## src/rtl/ascon_sched.sv

```systemverilog
// Ascon-128 encryption control sequencer: walks init, AD absorption, PT absorption and
// finalisation, emitting one datapath strobe per cycle for an external permutation core.
module ascon_sched #(
  parameter int unsigned NB_AD = 1,
  parameter int unsigned NB_PT = 23
) (
  input  logic       clock_i,
  input  logic       reset_i,
  input  logic       start_i,
  input  logic       abort_i,
  input  logic       out_ready_i,
  output logic       load_init_o,
  output logic       round_en_o,
  output logic [3:0] round_cst_o,
  output logic       xor_key_tail_o,
  output logic       xor_ad_o,
  output logic [3:0] ad_idx_o,
  output logic       xor_domsep_o,
  output logic       xor_pt_o,
  output logic [4:0] pt_idx_o,
  output logic       cipher_valid_o,
  output logic       xor_key_fin_o,
  output logic       tag_valid_o,
  output logic       busy_o
);

  typedef enum logic [3:0] {
    StIdle, StLoad, StInitR, StKeyTail, StAdXor, StAdR,
    StDomsep, StPtXor, StPtR, StFinKey, StFinR, StTag
  } state_e;

  localparam logic [3:0] AdLast   = (NB_AD == 0) ? 4'd0 : 4'(NB_AD - 1);
  localparam logic [4:0] PtLast   = 5'(NB_PT - 1);
  localparam logic [3:0] RndLast  = 4'd11;
  localparam logic [3:0] RndHalf  = 4'd6;

  state_e     state_q, state_d;
  logic [3:0] rnd_q, rnd_d;
  logic [3:0] ad_q, ad_d;
  logic [4:0] pt_q, pt_d;

  always_ff @(posedge clock_i or posedge reset_i) begin
    if (reset_i) begin
      state_q <= StIdle;
      rnd_q   <= '0;
      ad_q    <= '0;
      pt_q    <= '0;
    end else begin
      state_q <= state_d;
      rnd_q   <= rnd_d;
      ad_q    <= ad_d;
      pt_q    <= pt_d;
    end
  end

  always_comb begin
    state_d = state_q;
    rnd_d   = rnd_q;
    ad_d    = ad_q;
    pt_d    = pt_q;
    unique case (state_q)
      StIdle: begin
        rnd_d = '0;
        ad_d  = '0;
        pt_d  = '0;
        if (start_i && !abort_i) state_d = StLoad;
      end
      StLoad: begin
        rnd_d   = '0;
        state_d = StInitR;
      end
      StInitR: begin
        if (rnd_q == RndLast) begin
          rnd_d   = '0;
          state_d = StKeyTail;
        end else begin
          rnd_d = rnd_q + 4'd1;
        end
      end
      StKeyTail: begin
        ad_d    = '0;
        state_d = (NB_AD == 0) ? StDomsep : StAdXor;
      end
      StAdXor: begin
        rnd_d   = RndHalf;
        state_d = StAdR;
      end
      StAdR: begin
        if (rnd_q == RndLast) begin
          rnd_d = '0;
          if (ad_q == AdLast) begin
            ad_d    = '0;
            state_d = StDomsep;
          end else begin
            ad_d    = ad_q + 4'd1;
            state_d = StAdXor;
          end
        end else begin
          rnd_d = rnd_q + 4'd1;
        end
      end
      StDomsep: begin
        pt_d    = '0;
        state_d = StPtXor;
      end
      StPtXor: begin
        if (out_ready_i) begin
          if (pt_q == PtLast) begin
            pt_d    = '0;
            state_d = StFinKey;
          end else begin
            rnd_d   = RndHalf;
            state_d = StPtR;
          end
        end
      end
      StPtR: begin
        if (rnd_q == RndLast) begin
          rnd_d   = '0;
          pt_d    = pt_q + 5'd1;
          state_d = StPtXor;
        end else begin
          rnd_d = rnd_q + 4'd1;
        end
      end
      StFinKey: begin
        rnd_d   = '0;
        state_d = StFinR;
      end
      StFinR: begin
        if (rnd_q == RndLast) begin
          rnd_d   = '0;
          state_d = StTag;
        end else begin
          rnd_d = rnd_q + 4'd1;
        end
      end
      StTag: begin
        if (out_ready_i) state_d = StIdle;
      end
      default: state_d = StIdle;
    endcase
    // Abort overrides every transition, including a handshake completing this cycle.
    if (abort_i && state_q != StIdle) begin
      state_d = StIdle;
      rnd_d   = '0;
      ad_d    = '0;
      pt_d    = '0;
    end
  end

  always_comb begin
    load_init_o    = (state_q == StLoad);
    round_en_o     = (state_q == StInitR) || (state_q == StAdR) ||
                     (state_q == StPtR)   || (state_q == StFinR);
    round_cst_o    = round_en_o ? rnd_q : 4'd0;
    xor_key_tail_o = (state_q == StKeyTail);
    xor_ad_o       = (state_q == StAdXor);
    ad_idx_o       = xor_ad_o ? ad_q : 4'd0;
    xor_domsep_o   = (state_q == StDomsep);
    cipher_valid_o = (state_q == StPtXor);
    xor_pt_o       = cipher_valid_o && out_ready_i;
    pt_idx_o       = cipher_valid_o ? pt_q : 5'd0;
    xor_key_fin_o  = (state_q == StFinKey);
    tag_valid_o    = (state_q == StTag);
    busy_o         = (state_q != StIdle);
  end

endmodule
```

## config.mk

```make
export PLATFORM = sky130hd
export DESIGN_NAME = ascon_sched
export DESIGN_NICKNAME = d
export VERILOG_FILES = /design/src/rtl/ascon_sched.sv
export SDC_FILE = /design/constraint.sdc
export NUM_CORES = 1
export LEC_CHECK = 0
export CORE_ASPECT_RATIO = 1.2
export CORE_MARGIN = 2
export CORE_UTILIZATION = 46
export DETAILED_ROUTE_END_ITERATION = 6
export GPL_ROUTABILITY_DRIVEN = 0
export PLACE_DENSITY = 0.82
export SYNTH_ARGS = -nofsm -noshare
export SYNTH_HDL_FRONTEND = slang
export SYNTH_SLANG_ARGS = --single-unit
```

## constraint.sdc

```tcl
create_clock -name clock_i -period 1.7 [get_ports clock_i]
set_input_delay 0.34 -clock clock_i [delete_from_list [all_inputs] [get_ports clock_i]]
set_output_delay 0.34 -clock clock_i [all_outputs]
set_load 0.1 [all_outputs]
```

==> flow_summary_export.csv, run 1 <==
group,metric,value,unit
outcome,status,"aborted with a tool error",
outcome,stop_stage,"4_1_cts",
outcome,error_line,"[ERROR DPL-0033] detailed placement checks failed during check placement.",
yosys,synth_top_family_by_area,"simple AND/OR/NAND/NOR gates",
clocking,cts_hold_buffers,0,
clocking,htree_levels,1,
yosys,ys_seq_area_share,30.8,%
floorplan,ios,28,
floorplan,die_w,54,µm
yosys,avgSynthCellArea,8.68,µm²
place,placedCellCount,257,
yosys,synth_edf_count,0,
clocking,numCtsBuffers,3,
yosys,synth-simple-area-share,31.7,%
yosys,synthesis.nets,169,
clocking,cts_setup_buffers,22,
clocking,clock-sinks,17,
yosys,syn-cell-area,0.00138,mm²
yosys,async_flop_share,100,%
yosys,synthMuxAreaShare,1.90,%
yosys,synth_fa_ha_area_share,4.53,%
yosys,synth_warnings,0,
floorplan,start_util,48.6,%
floorplan,rows,21,
yosys,synth_xor_area_share,1.27,%
floorplan,die_h,64,µm
clocking,cts_resized,55,
place,place.detailed.hpwl,3690,µm
yosys,synth_seq_cells,17,
place,io_buffers,27,
yosys,yosysUniqueCellTypes,55,
yosys,synth_compound_area_share,23.1,%
yosys,synth_cells,159,
yosys,synth_ff_type,"dfrtp_1",
clocking,root_buffer,"clkbuf_4",
clocking,clock_path_buffers,2,
## metrics by stage
stage          hold slack (ns)  setup WS [ns]  area, µm²  TNS [ns]  util [%]
2_1_floorplan            0.266         -0.627       1570     -5.24         -
3_3_place_gp             0.501         -0.165       2380     -1.19      84.0
3_5_place_dp             0.541         -0.289       2380     -2.79      84.0
## kinds of logic after synthesis
group,count (synthesis)
buffers and inverters,19
multiplexers,2
adder cells (fa/ha/maj),5
AO/OA/AOI/OAI,39
XOR/XNOR,2
AND/OR/NAND/NOR,75
flip-flops,17
## synth_stat cells (2+ instances only)
cell | number | area [µm²]
nand2_1 | 5 | 18.8
nand3b_1 | 3 | 22.5
nand4_1 | 4 | 25.0
dfrtp_1 | 17 | 425
a32o_1 | 2 | 20.0
inv_1 | 8 | 30.0
buf_4 | 2 | 15.0
o211ai_1 | 2 | 15.0
a221o_1 | 2 | 20.0
nand3_1 | 5 | 25.0
a31oi_1 | 3 | 18.8
o32ai_1 | 2 | 17.5
o21ai_0 | 7 | 35.0
nor4_1 | 3 | 18.8
nor3_1 | 7 | 35.0
a21oi_1 | 5 | 25.0
ha_1 | 5 | 62.6
buf_2 | 4 | 20.0
nor3b_1 | 3 | 22.5
clkbuf_1 | 2 | 7.51
and2_1 | 13 | 81.3
nor2_1 | 15 | 56.3
a21o_1 | 2 | 15.0
nand2b_1 | 5 | 31.3
and3_1 | 3 | 18.8
==> inputs of run 2 (changes only) <==
Settings changed: CORE_ASPECT_RATIO 1.2 to unset, CORE_UTILIZATION 46 to 38, PLACE_DENSITY 0.82 to unset, PLACE_DENSITY_LB_ADDON set to 0.15.
Clock period 1.7 ns to 2.2 ns, I/O delays scaled along.
==> flow_summary_export.csv, run 2 <==
group,metric,value,unit
detailed_routing,first_iter_violations,66,
place,io_buffers,27,
final_layout,drive_above_1_share,40.7,%
clocking,root_buffer,"clkbuf_4",
final_layout,nNetsFinal,205,
yosys,yosysUniqueCellTypes,55,
setup_path,cpMaxStageDelayCell,"dfrtp_2",
timing,worst-slew-pin-transition,0.663,ns
setup_path,crit_chain,"or2_2 > o22a_4 > inv_4 > and2_4 > buf_12",
final_layout,syn_to_final_growth,54.5,%
yosys,synth_cells,159,
final_layout,largest_register,"pt_q",
final_layout,diodes,0,
yosys,ys_seq_area_share,30.8,%
yosys,synth_warnings,0,
yosys,avgSynthCellArea,8.68,µm²
clocking,clock-sinks,17,
setup_path,crit_path_max_incr_delay,0.44,ns
detailed_routing,routed_wl,3850,µm
clocking,clock_path_buffers,2,
setup_path,crit_family,"simple AND/OR/NAND/NOR gates",
setup_path,worstPathRequired,1.76,ns
worst_hold_path,hp-class,"primary input to asynchronous set/reset pin",
final_layout,nFillCells,282,
setup_path,crit_fanout,7,
timing,setup_viol,0,
clocking,clk_latency,0.30,ns
setup_path,crit_arrival,1.70,ns
yosys,synthesis.nets,169,
floorplan,die_h,64.3,µm
setup_path,cp.buffers_inverters,2,
setup_path,path_class,"flop to primary output",
final_layout,utilization,62.4,%
yosys,async_flop_share,100,%
global_route,antenna_found_initial,0,
yosys,synthTopCellsByArea,"dfrtp_1 (31%), and2_1 (5.9%), ha_1 (4.5%)",
place,placedCellCount,232,
final_layout,largest_register_ffs,5,
yosys,synth_ff_type,"dfrtp_1",
floorplan,start_util,40.4,%
timing,finalHoldViolCount,0,
setup_path,end_kind,"primary output",
yosys,netlist.area_leader.share,30.8,%
yosys,syn-cell-area,0.00138,mm²
floorplan,ios,28,
detailed_routing,wl_per_cell,16.1,µm
final_layout,stdcell_count,240,
detailed_routing,drt-pass1-iter-count,4,
detailed_routing,ant_nets,0,
global_route,grtUsageTotal,20.0,%
clocking,cts_tree,"built",
timing,finalMaxSlewViolations,0,
yosys,synth_commonest_cells,"dfrtp_1 (17), nor2_1 (15), and2_1 (13)",
power_and_ir_drop,p_per_area,1110,mW/mm²
setup_path,r2r_cells,6,
power_and_ir_drop,ir_drop,0.717,mV
timing,period_share,97.4,%
outcome,status,"finished clean",
place,place.detailed.hpwl,2980,µm
clocking,cts_hold_buffers,0,
clocking,htree_levels,1,
global_route,grt_max_degree,18,
clocking,path_clk_slew,0.12,ns
global_route,grt.overflow.total,0,
global_route,grt_pass1_wl,6580,µm
global_route,grt_pass1_vias,1366,
floorplan,coreArea,0.00342,mm²
final_layout,layout_common_cells,"buf_12 (23), dfrtp_1 (16), buf_4 (14), nor2_1 (11), inv_1 (8)",
detailed_routing,drt-vias-per-instance,5.71,
timing,finalClockSkew,0.0109,ns
power_and_ir_drop,p_total,2360,µW
floorplan,dieArea,0.00413,mm²
setup_path,crit_cells,5,
detailed_routing,drc_errors,0,
power_and_ir_drop,p_leak,0.000878,µW
floorplan,die_w,64.3,µm
yosys,yosysMostFrequentCell,"dfrtp_1",
yosys,synth_top_area_cell,"dfrtp_1",
floorplan,rows,21,
final_layout,final_common_cell,"buf_12",
timing,fin_crit,2.14,ns
setup_path,worst_setup_path_start_kind,"flop",
timing,maxSlewHeadroom,55.7,%
clocking,numCtsBuffers,3,
yosys,synth_seq_cells,17,
flow_run,cap_violations,0,
timing,fmax,467,MHz
yosys,synth_edf_count,0,
detailed_routing,vias,1371,
[run 2: power breakdown]
| group | leakage, µW | total, µW | switching, µW | internal [µW] |
|---|---|---|---|---|
| logic | 0.000631 | 1760 | 1090 | 670 |
| registers | 0.000229 | 421 | 60.6 | 361 |
| clock network | 0.0000177 | 180 | 112 | 67.8 |
| total | 0.000878 | 2360 | 1270 | 1100 |
[run 2: repair_timing]
action | CTS | global route
setup endpoints to repair | 8 | 9
resized for setup | 2 | 3
buffers inserted | 4 | 0
[run 2: metal layers]
metal	part of all wire (%)	up-vias	global-route usage, %
li1	-	658	-
met1	44	666	26.4
met2	51	43	34.5
met3	3.9	4	2.11
met4	0.91	0	5.59
met5	0	-	0
[run 2: path summary, 6_finish.rpt]
check	from	end	slack (ns)
max in group asynchronous	reset_i	state_q[0]$_DFFE_PP0P_	1.21
hold / removal	reset_i	ad_q[2]$_DFFE_PP0P_	0.51
setup reg to reg	state_q[0]$_DFFE_PP0P_	pt_q[4]$_DFFE_PP0P_	0.26
hold reg to reg	ad_q[3]$_DFFE_PP0P_	ad_q[3]$_DFFE_PP0P_	0.53
min in group clock_i	ad_q[3]$_DFFE_PP0P_	ad_q[3]$_DFFE_PP0P_	0.53
setup / recovery	state_q[0]$_DFFE_PP0P_	round_cst_o[0]	0.06
[run 2: cells by family after synthesis]
logic type | share of synthesized area, %
multiplexers | 1.90
buffers and inverters | 6.62
AO/OA/AOI/OAI | 23.1
adder cells (fa/ha/maj) | 4.53
XOR/XNOR | 1.27
flip-flops | 30.8
AND/OR/NAND/NOR | 31.7
[run 2: layout make-up]
class                   instances  area, µm²  area share, %
flip-flops and latches         17        427           20.0
multi-input cells             123        978           45.9
inverters                       9       36.3           1.70
repair buffers                 41        606           28.4
clock buffers                   3       22.5           1.06
well taps                      46       57.6           2.70
clock inverters                 1       5.00          0.235
[run 2: through the flow]
step | instance area, µm² | setup TNS (ns) | hold WS [ns] | worst slack, ns
after global routing | 2130 | -0.0301 | 0.556 | -0.0105
final | 2130 | 0 | 0.515 | 0.0570
after global placement | 2060 | 0 | 0.497 | 0.194
after CTS | 2120 | 0 | 0.532 | 0.0135
after floorplan | 1500 | -1.01 | 0.366 | -0.234
after detailed placement | 2060 | 0 | 0.518 | 0.147
Power figures use the tool's default switching activity.
